## config.mk

```make
export PLATFORM = sky130hd
export DESIGN_NAME = hiscore_ram_bridge
export DESIGN_NICKNAME = d
export VERILOG_FILES = /design/src/rtl/hiscore_ram_bridge.sv
export SDC_FILE = /design/constraint.sdc
export NUM_CORES = 1
export LEC_CHECK = 0
export CORE_UTILIZATION = 32
export CTS_CLUSTER_SIZE = 28
export DETAILED_ROUTE_END_ITERATION = 6
export GPL_TIMING_DRIVEN = 1
export HOLD_SLACK_MARGIN = 0.06
export PLACE_DENSITY = 0.92
export SYNTH_ARGS = -nofsm -noshare
export SYNTH_HDL_FRONTEND = slang
export SYNTH_SLANG_ARGS = --single-unit
```

## constraint.sdc

```tcl
create_clock -name clk_sys -period 1.6 [get_ports clk_sys]
set_input_delay 0.4 -clock clk_sys [delete_from_list [all_inputs] [get_ports clk_sys]]
set_output_delay 0.4 -clock clk_sys [all_outputs]
set_load 0.01 [all_outputs]
```

## src/rtl/hiscore_ram_bridge.sv

```systemverilog
// hiscore_ram_bridge
//   Game-side responder for the hiscore save/restore bus. It sits in front of
//   the single-port CPU work RAM. When the hiscore engine asks for the RAM, the
//   bridge stalls the CPU, waits for the CPU to finish its current bus cycle,
//   lets the bus settle for GUARD cycles, and then gives the RAM port to the
//   hiscore engine. When hs_access drops, the bridge spends one RELEASE cycle
//   with the mux back on the CPU, then returns to IDLE and releases the stall.
//
// Ports
//   clk_sys, reset_n      system clock; synchronous active-low reset
//   hs_access             hiscore engine requests the RAM
//   hs_address/_data_in   hiscore address and write data
//   hs_write              hiscore write strobe, one byte per cycle
//   hs_data_out           hiscore read data, registered, 2-cycle latency
//   hs_grant              RAM currently owned by the hiscore side
//   cpu_ce                CPU clock-enable; a pulse ends a CPU bus cycle
//   cpu_sel/addr/dout/we  CPU access to this RAM
//   cpu_din               RAM read data to the CPU (combinational)
//   cpu_hold              stall request to the CPU clock-enable generator
//   ram_addr/din/we       RAM port
//   ram_dout              RAM read data, 1-cycle synchronous read
module hiscore_ram_bridge #(
  parameter logic [15:0] RAM_BASE = 16'hE000,
  parameter int          AW       = 11,
  parameter int          GUARD    = 2
) (
  input  logic          clk_sys,
  input  logic          reset_n,
  input  logic          hs_access,
  input  logic [15:0]   hs_address,
  input  logic [7:0]    hs_data_in,
  input  logic          hs_write,
  output logic [7:0]    hs_data_out,
  output logic          hs_grant,
  input  logic          cpu_ce,
  input  logic          cpu_sel,
  input  logic [AW-1:0] cpu_addr,
  input  logic [7:0]    cpu_dout,
  input  logic          cpu_we,
  output logic [7:0]    cpu_din,
  output logic          cpu_hold,
  output logic [AW-1:0] ram_addr,
  output logic [7:0]    ram_din,
  output logic          ram_we,
  input  logic [7:0]    ram_dout
);

  localparam logic [2:0] S_IDLE    = 3'd0;
  localparam logic [2:0] S_HOLD    = 3'd1;
  localparam logic [2:0] S_SETTLE  = 3'd2;
  localparam logic [2:0] S_GRANT   = 3'd3;
  localparam logic [2:0] S_RELEASE = 3'd4;

  localparam logic [3:0] GUARD_C = 4'(GUARD);

  logic [2:0] state;
  logic [3:0] guard_cnt;
  logic       in_grant;
  logic       in_win;
  logic       rd_issue;
  logic       rd_vld_q;
  logic       rd_win_q;

  assign in_grant = (state == S_GRANT);
  assign hs_grant = in_grant;
  // The stall stays up from HOLD through RELEASE; it drops only once the
  // bridge is back in IDLE and the mux is already on the CPU.
  assign cpu_hold = (state != S_IDLE);
  assign in_win   = (hs_address[15:AW] == RAM_BASE[15:AW]);
  assign cpu_din  = ram_dout;

  // Ownership FSM
  always_ff @(posedge clk_sys) begin
    if (!reset_n) begin
      state     <= S_IDLE;
      guard_cnt <= 4'd0;
    end else begin
      case (state)
        S_IDLE: begin
          if (hs_access) state <= S_HOLD;
        end
        S_HOLD: begin
          // cpu_hold is already high here, so any cpu_ce pulse seen in this
          // state closes the CPU's last bus cycle.
          if (!hs_access) begin
            state <= S_RELEASE;
          end else if (cpu_ce) begin
            if (GUARD_C == 4'd0) begin
              state <= S_GRANT;
            end else begin
              guard_cnt <= GUARD_C;
              state     <= S_SETTLE;
            end
          end
        end
        S_SETTLE: begin
          if (!hs_access) begin
            state <= S_RELEASE;
          end else begin
            guard_cnt <= guard_cnt - 4'd1;
            if (guard_cnt == 4'd1) state <= S_GRANT;
          end
        end
        S_GRANT: begin
          if (!hs_access) state <= S_RELEASE;
        end
        S_RELEASE: begin
          // Always passes through IDLE, even when hs_access is already back.
          state <= S_IDLE;
        end
        default: state <= S_IDLE;
      endcase
    end
  end

  // RAM port mux. The write enable is gated by reset so that a write in
  // flight when reset hits is abandoned in the same cycle.
  always_comb begin
    ram_addr = cpu_addr;
    ram_din  = cpu_dout;
    ram_we   = cpu_sel & cpu_we & cpu_ce & ~cpu_hold;
    if (in_grant) begin
      ram_addr = hs_address[AW-1:0];
      ram_din  = hs_data_in;
      ram_we   = hs_write & in_win;
    end
    if (!reset_n) ram_we = 1'b0;
  end

  // Hiscore read path. A read is any granted non-write cycle; the window
  // flag travels with it so that out-of-window reads return 00 instead of the
  // aliased RAM byte. The output only changes when a read completes.
  assign rd_issue = in_grant & ~hs_write;

  always_ff @(posedge clk_sys) begin
    if (!reset_n) begin
      rd_vld_q    <= 1'b0;
      rd_win_q    <= 1'b0;
      hs_data_out <= 8'h00;
    end else begin
      rd_vld_q <= rd_issue;
      rd_win_q <= in_win;
      if (rd_vld_q) hs_data_out <= rd_win_q ? ram_dout : 8'h00;
    end
  end

endmodule
```

==> metrics.csv, run 1 <==
stage,metric,value,unit
cts,# hold bufs at CTS,0,
cells_and_area,Multi-input gate area,707,sq um
power,leak pwr,1.24,nW
critical_path,"Buf+Inv Stages, Crit Path",3,
global_routing,global-route wire length before repair,6.09,mm
critical_path,R2R setup slack,0.26,ns
cts,clock-pin slew on the worst setup and hold paths,0.10,ns
logic_synthesis,Post-Syn Instances,113,
critical_path,Startpoint Class,register,
timing,actual slew at the worst max-slew pin,0.322,ns
global_routing,GRT Resource Usage Total,23.1,%
logic_synthesis,count of cell types in the netlist,31,
placed_design,detailed placer's ending HPWL,3.15,mm
logic_synthesis,synthesized net count,173,
die,Starting Density,33.6,%
critical_path,"delay-heaviest family, CP",buffers and inverters,
timing,Max Slew Vio Count,0,
critical_path,Critical Path RT,1.20,ns
logic_synthesis,main area contributors after synthesis,"dfxtp_1 30%, mux2_4 24%, nor2b_1 5.6%, buf_4 5.4%, a21oi_1 4.9%",
worst_hold_path,Worst Hold Launch,guard_cnt[3],
critical_path,Crit Path Class,register to output pin,
timing,Worst Clk Skew,0.00401,ns
run,max-cap violations,0,
cells_and_area,ratio of cells with drive above 1 in the final layout,35.9,%
cts,clock buffer depth,2,
timing,Finish-stage setup viols,22,
timing,Slew Limit Headroom,78.5,%
logic_synthesis,syn avg cell area,9.92,sq um
global_routing,largest net degree at the start of global routing,15,
timing,final clock period utilization by the worst path,124,%
cts,worst-skew pair later-pin latency,0.31,ns
cts,Clock Tree Root,clkbuf_4,
logic_synthesis,Syn Std Cell Area,0.00112,sq mm
logic_synthesis,share of the synthesized area in the top cell type,30.4,%
timing,RSZ-0062 raised after global routing,yes,
timing,FMAX,503,MHz
die,die width,61.2,um
timing,setup ws final,-0.388,ns
cells_and_area,Layout Nets,284,
critical_path,R2R depth,5,
run_status,failing checks,setup timing,
drt,Iter 0 DRT Violations,33,
drt,drt pass-1 iters,5,
worst_hold_path,Hold WC Path Type,register to register,
logic_synthesis,Post-synth EDFFs,0,
worst_hold_path,count of cells along the worst hold path,1,
timing,minimum clock period,1.99,ns
placed_design,Final Wtd Congestion,0.840,
drt,# DRC,0,
power,power per cell area,441,mW/mm^2
die,die area,0.00374,sq mm
cts,Max H-tree Level,1,
timing,Final Hold Viols,0,
critical_path,Crit Reg-Reg Endpoint,guard_cnt[3],
placed_design,# port buffers,95,
logic_synthesis,Seq cells post-synth,17,
drt,via count,1255,
critical_path,CP cell instances,nand3b_4 > buf_12 > buf_16 > mux2_4 > buf_6,
logic_synthesis,ys async rst share,0,%
power,Peak VDD IR,379,uV
cells_and_area,fillers,255,
die,Ports,96,
drt,post-route ant nets,0,
drt,Avg WL per Cell,16.0,um
critical_path,"slowest stage delay, CP",0.34,ns
logic_synthesis,synth warn,0,
logic_synthesis,Yosys top cell by area,dfxtp_1,
critical_path,CP Capture Type,output pin,
critical_path,CP max-delay cell,dfxtp_2,
logic_synthesis,"Primary FF master, synth",dfxtp_1,
drt,total routed wirelength,4.31,mm
die,core area,0.00334,sq mm
cells_and_area,Layout area overhead,113,%
timing,hold_ws,0.543,ns
timing,setup TNS,-6.53,ns
global_routing,antenna violations before repair,0,
cells_and_area,antenna cells,0,
cts,clock sinks,17,
cells_and_area,Register Area,344,sq um
logic_synthesis,Synth top cells by count,"18 x mux2_4, 17 x dfxtp_1, 12 x nor2_1, 11 x a21oi_1, 10 x nor2b_1",
logic_synthesis,sequential area share after synthesis,30.4,%
drt,vias per cell,4.67,
run_status,status,finished with violations,
global_routing,total grt overflow,0,
cts,CTS tree,done,
cts,CTS buffer count,3,
worst_hold_path,Min-Delay Endpoint,guard_cnt[3],
die,die height,61.2,um
critical_path,Worst EP arrival,1.59,ns
logic_synthesis,most common cell in the netlist,mux2_4,
die,num rows,21,
critical_path,crit path max fanout,4,
global_routing,vias in the first global route,1267,
critical_path,Crit Reg-Reg Startpoint,state[1],
## cell families (layout without fill, tap and decap cells)
group                      after synthesis  count (layout)  synth area share [%]
adders and majority gates                2               2                  2.23
buffers and inverters                   16             126                  9.49
and+or+nand+nor                         41              41                  21.7
DFF                                     17              17                  30.4
muxes                                   19              19                  25.1
AOI/OAI and AO/OA                       18              18                  11.2
## power breakdown
group	total [mW]	switching, mW	internal (mW)
clock	0.242	0.148	0.0936
combinational	0.375	0.115	0.260
sequential	0.434	0.00550	0.429
total	1.05	0.269	0.782
## worst reg2reg max path, delay by kind of cell (launching register included)
kind | cells | cell delay, ns
DFF | 1 | 0.37
AOI/OAI and AO/OA | 2 | 0.48
buffers and inverters | 2 | 0.22
and+or+nand+nor | 1 | 0.19
## repair_timing
item                       CTS  global route
setup buffers                4             0
gates cloned                 3             0
setup endpoints to repair   32            31
resized for setup          143            11
pin swaps                    3             0
## worst max-delay path by stage
stage | startpoint | to | slack, ns | cells after the start
2_1_floorplan | state[0] | ram_we | 0.13 | 3
3_3_place_gp | hs_address[14] | ram_we | -0.87 | 6
3_5_place_dp | hs_address[11] | ram_we | -0.90 | 6
4_1_cts | state[2] | ram_addr[1] | -0.38 | 5
5_1_grt | state[2] | ram_addr[3] | -0.42 | 5
6_report | state[2] | ram_addr[1] | -0.39 | 5
## per-stage QoR
step	total power [mW]	setup WS (ns)	area [sq um]	cells	utilization, %
finish	1.05	-0.388	2380	269	71.5
CTS	1.05	-0.378	2390	270	71.8
global placement	0.790	-0.865	2170	260	65.1
floorplan	0.552	0.127	1120	113	-
global route	1.10	-0.422	2380	269	71.5
detailed placement	0.802	-0.896	2170	260	65.1
## layer usage
layer,GRT usage [%],vias to the layer above,share of wire (%)
met4,6.17,0,2.0
met5,0,-,0
met3,5.88,9,4.8
li1,-,612,-
met1,23.2,589,35
met2,46.4,45,59
## registers in the layout, summed over array words and instances, names as in the netlist
signal / flops
guard_cnt: 4
state: 3
rd_win_q: 1
rd_vld_q: 1
hs_data_out: 8
## final cells by class
type,instances,area share (%)
repair buffers,118,51.7
multi-input cells,80,29.6
flip-flops and latches,17,14.4
well taps,46,2.41
clock buffers,3,0.944
inverters,4,0.630
clock inverters,1,0.210
## cell usage in the layout (no fill, tap or decap), types with 3 or more instances in the layout
master and count:
clkdlybuf4s50_1 53, dfxtp_2 3, nor3_1 3, buf_12 3, nor2b_1 10, dfxtp_1 14
buf_4 14, a21oi_1 11, buf_6 25, mux2_4 19, nor2_1 12, dlymetal6s2s_1 6
clkbuf_4 3, dlygate4sd2_1 11
Power figures use the tool's default switching activity.
==> run 2: changes to the inputs <==
- CORE_UTILIZATION: 32 -> 61
- DONT_BUFFER_PORTS: default -> 1
- PLACE_DENSITY: 0.92 -> 0.88
==> run 2 against run 1 <==
Compared with the run above:
- the flow still finishes with violations (setup timing)
- clock skew increased by 0.0049 ns
- global-route usage decreased by 0.96 points
- critical path type unchanged
- sequential share of layout area increased by 14 points
- flip-flop and latch count is the same
- clock power is 8.3% lower
- die area shrank 46%
- core utilization decreased by 1.6 points
- routed wire length down 45%
- critical endpoint is now ram_din[3]
- via count down 34%
- worst hold slack worse by 0.37 ns
- setup slack gained 0.24 ns
==> metrics.csv, run 2 (synthesized netlist as in run 1, its figures left out) <==
stage,metric,value,unit,change
global_routing,met1 GRT Util,25.7,%,was 23.2%
die,Starting Density,64.9,%,was 33.6%
critical_path,crit path from,state[2],,unchanged
placed_design,Place WS,0.0487,ns,was -0.896 ns
timing,actual slew at the worst max-slew pin,0.277,ns,was 0.322 ns
cts,clock buffer depth,2,,unchanged
placed_design,detailed placer's ending HPWL,1.79,mm,was 3.15 mm
die,num rows,15,,was 21
timing,FMAX,571,MHz,was 503 MHz
drt,# DRC,0,,unchanged
power,power per cell area,639,mW/mm^2,was 441 mW/mm^2
timing,minimum clock period,1.75,ns,was 1.99 ns
cells_and_area,most frequent cells in the layout,"19 x mux2_4, 15 x dfxtp_1, 11 x nor2_1, 11 x a21oi_1, 10 x nor2b_1",,"was 53 x clkdlybuf4s50_1, 25 x buf_6, 19 x mux2_4"
global_routing,GRT Max-Usage Layer,met2,,unchanged
critical_path,CP Capture Type,output pin,,unchanged
cts,CTS buffer count,3,,unchanged
critical_path,crit path max fanout,10,,was 4
critical_path,R2R setup slack,0.31,ns,was 0.26 ns
worst_hold_path,Worst Hold Launch,hs_access,,was guard_cnt[3]
global_routing,GRT met2 Usage,37.4,%,was 46.4%
timing,Slew Limit Headroom,81.5,%,was 78.5%
cts,# hold bufs at CTS,0,,unchanged
critical_path,Startpoint Class,register,,unchanged
timing,Finish-stage setup viols,21,,was 22
critical_path,Critical Path RT,1.20,ns,about the same
drt,drt pass-1 iters,4,,was 5
critical_path,"delay-heaviest family, CP",flip-flops,,was buffers and inverters
critical_path,Worst EP arrival,1.35,ns,was 1.59 ns
cells_and_area,ratio of cells with drive above 1 in the final layout,36.0,%,was 35.9%
cts,worst-skew pair later-pin latency,0.29,ns,was 0.31 ns
drt,total routed wirelength,2.37,mm,was 4.31 mm
timing,RSZ-0062 raised after global routing,yes,,unchanged
timing,final clock period utilization by the worst path,109,%,was 124%
run,max-cap violations,0,,unchanged
global_routing,total grt overflow,0,,unchanged
die,Ports,96,,unchanged
timing,Final Hold Viols,0,,unchanged
drt,post-route ant nets,0,,unchanged
critical_path,"Buf+Inv Stages, Crit Path",1,,was 3
run_status,failing checks,setup timing,,unchanged
cts,setup repair bufs after CTS,0,,was 4
critical_path,Crit Path Class,register to output pin,,unchanged
cells_and_area,Layout Nets,172,,was 284
die,core area,0.00173,sq mm,was 0.00334 sq mm
worst_hold_path,Min-Delay Endpoint,state[2],,was guard_cnt[3]
placed_design,Final Wtd Congestion,0.803,,was 0.840
run_status,status,finished with violations,,unchanged
drt,Avg WL per Cell,17.4,um,was 16.0 um
global_routing,M3 GR Usage,7.60,%,was 5.88%
critical_path,CP max-delay cell,dfxtp_1,,was dfxtp_2
cells_and_area,Layout area overhead,7.59,%,was 113%
critical_path,R2R depth,4,,was 5
cts,clock-pin slew on the worst setup and hold paths,0.10,ns,about the same
cells_and_area,max FFs per register,8,,unchanged
cts,Clock Tree Root,clkbuf_4,,unchanged
critical_path,"slowest stage delay, CP",0.33,ns,was 0.34 ns
worst_hold_path,Hold WC Path Type,input pin to register,,was register to register
cells_and_area,"most common cell after layout, fill and taps aside",mux2_4,,was clkdlybuf4s50_1
power,Peak VDD IR,502,uV,was 379 uV
critical_path,CP cell instances,nand3b_4 > buf_12 > mux2_4,,was nand3b_4 > buf_12 > buf_16 > mux2_4 > buf_6
global_routing,GRT Resource Usage Total,22.2,%,was 23.1%
worst_hold_path,count of cells along the worst hold path,1,,unchanged
cells_and_area,Final Cell Area,0.00121,sq mm,was 0.00238 sq mm
cells_and_area,Largest regs,"hs_data_out (8), guard_cnt (4), state (3)",,unchanged
cells_and_area,Largest Register,hs_data_out,,unchanged
cts,Max H-tree Level,1,,unchanged
die,die area,0.00201,sq mm,was 0.00374 sq mm
placed_design,# port buffers,0,,was 95
cells_and_area,Final Util,69.9,%,was 71.5%
drt,vias per cell,6.13,,was 4.67
global_routing,global-route wire length before repair,3.18,mm,was 6.09 mm
cts,clock sinks,17,,unchanged
placed_design,Placed Instance Area,0.00111,sq mm,was 0.00217 sq mm
critical_path,Crit Reg-Reg Startpoint,state[0],,was state[1]
cts,CTS tree,done,,unchanged
timing,Worst Clk Skew,0.00889,ns,was 0.00401 ns
global_routing,largest net degree at the start of global routing,15,,unchanged
drt,via count,833,,was 1255
drt,Iter 0 DRT Violations,9,,was 33
timing,setup ws final,-0.151,ns,was -0.388 ns
power,leak pwr,0.581,nW,was 1.24 nW
die,die height,44.9,um,was 61.2 um
timing,Max Slew Vio Count,0,,unchanged
cells_and_area,antenna cells,0,,unchanged
critical_path,Crit Reg-Reg Endpoint,guard_cnt[2],,was guard_cnt[3]
global_routing,antenna violations before repair,0,,unchanged
die,die width,44.9,um,was 61.2 um
global_routing,vias in the first global route,760,,was 1267
[run 2: timing repair]
action                                  4_1_cts  5_1_grt
resized for setup                             8        3
endpoints found under the setup margin       21       21
pin swaps                                     2        0
cloned                                        1        0
[run 2: how the worst max path moves through the flow]
| stage | end | slack, ns | depth (start not counted) |
|---|---|---|---|
| finish | ram_din[3] | -0.15 | 3 |
| global route | ram_we | -0.21 | 3 |
| CTS | ram_we | -0.16 | 3 |
| detailed placement | ram_we | 0.05 | 3 |
| global placement | ram_we | 0.1 | 3 |
| floorplan | ram_we | 0.13 | 3 |
[run 2: metrics by stage]
| stage | TNS (ns) | hold WS, ns | cells | power [mW] |
|---|---|---|---|---|
| after floorplan | 0 | 0.472 | 113 | 0.552 |
| after global placement | 0 | 0.483 | 131 | 0.548 |
| after detailed placement | 0 | 0.482 | 131 | 0.550 |
| after CTS | -2.57 | 0.165 | 136 | 0.776 |
| after global routing | -3.82 | 0.154 | 136 | 0.805 |
| final | -2.85 | 0.171 | 136 | 0.770 |
[run 2: area by class of cell]
class,instances,area [sq um]
tap,25,31.3
fill,132,520
clock inverter,1,5.00
multi-input combinational,80,709
timing repair buffer,6,77.6
sequential,17,345
clock buffer,3,22.5
inverter,4,15.0
[run 2: layer usage]
layer	part of all wire [%]	up-vias
met5	0	-
met4	1.1	0
met3	9.3	6
met2	50	51
met1	39	386
li1	-	390
[run 2: power by group]
part,switching [mW],total (mW),internal (mW)
registers,0.00562,0.433,0.428
logic,0.0529,0.115,0.0623
clock network,0.129,0.222,0.0930
total,0.187,0.770,0.583
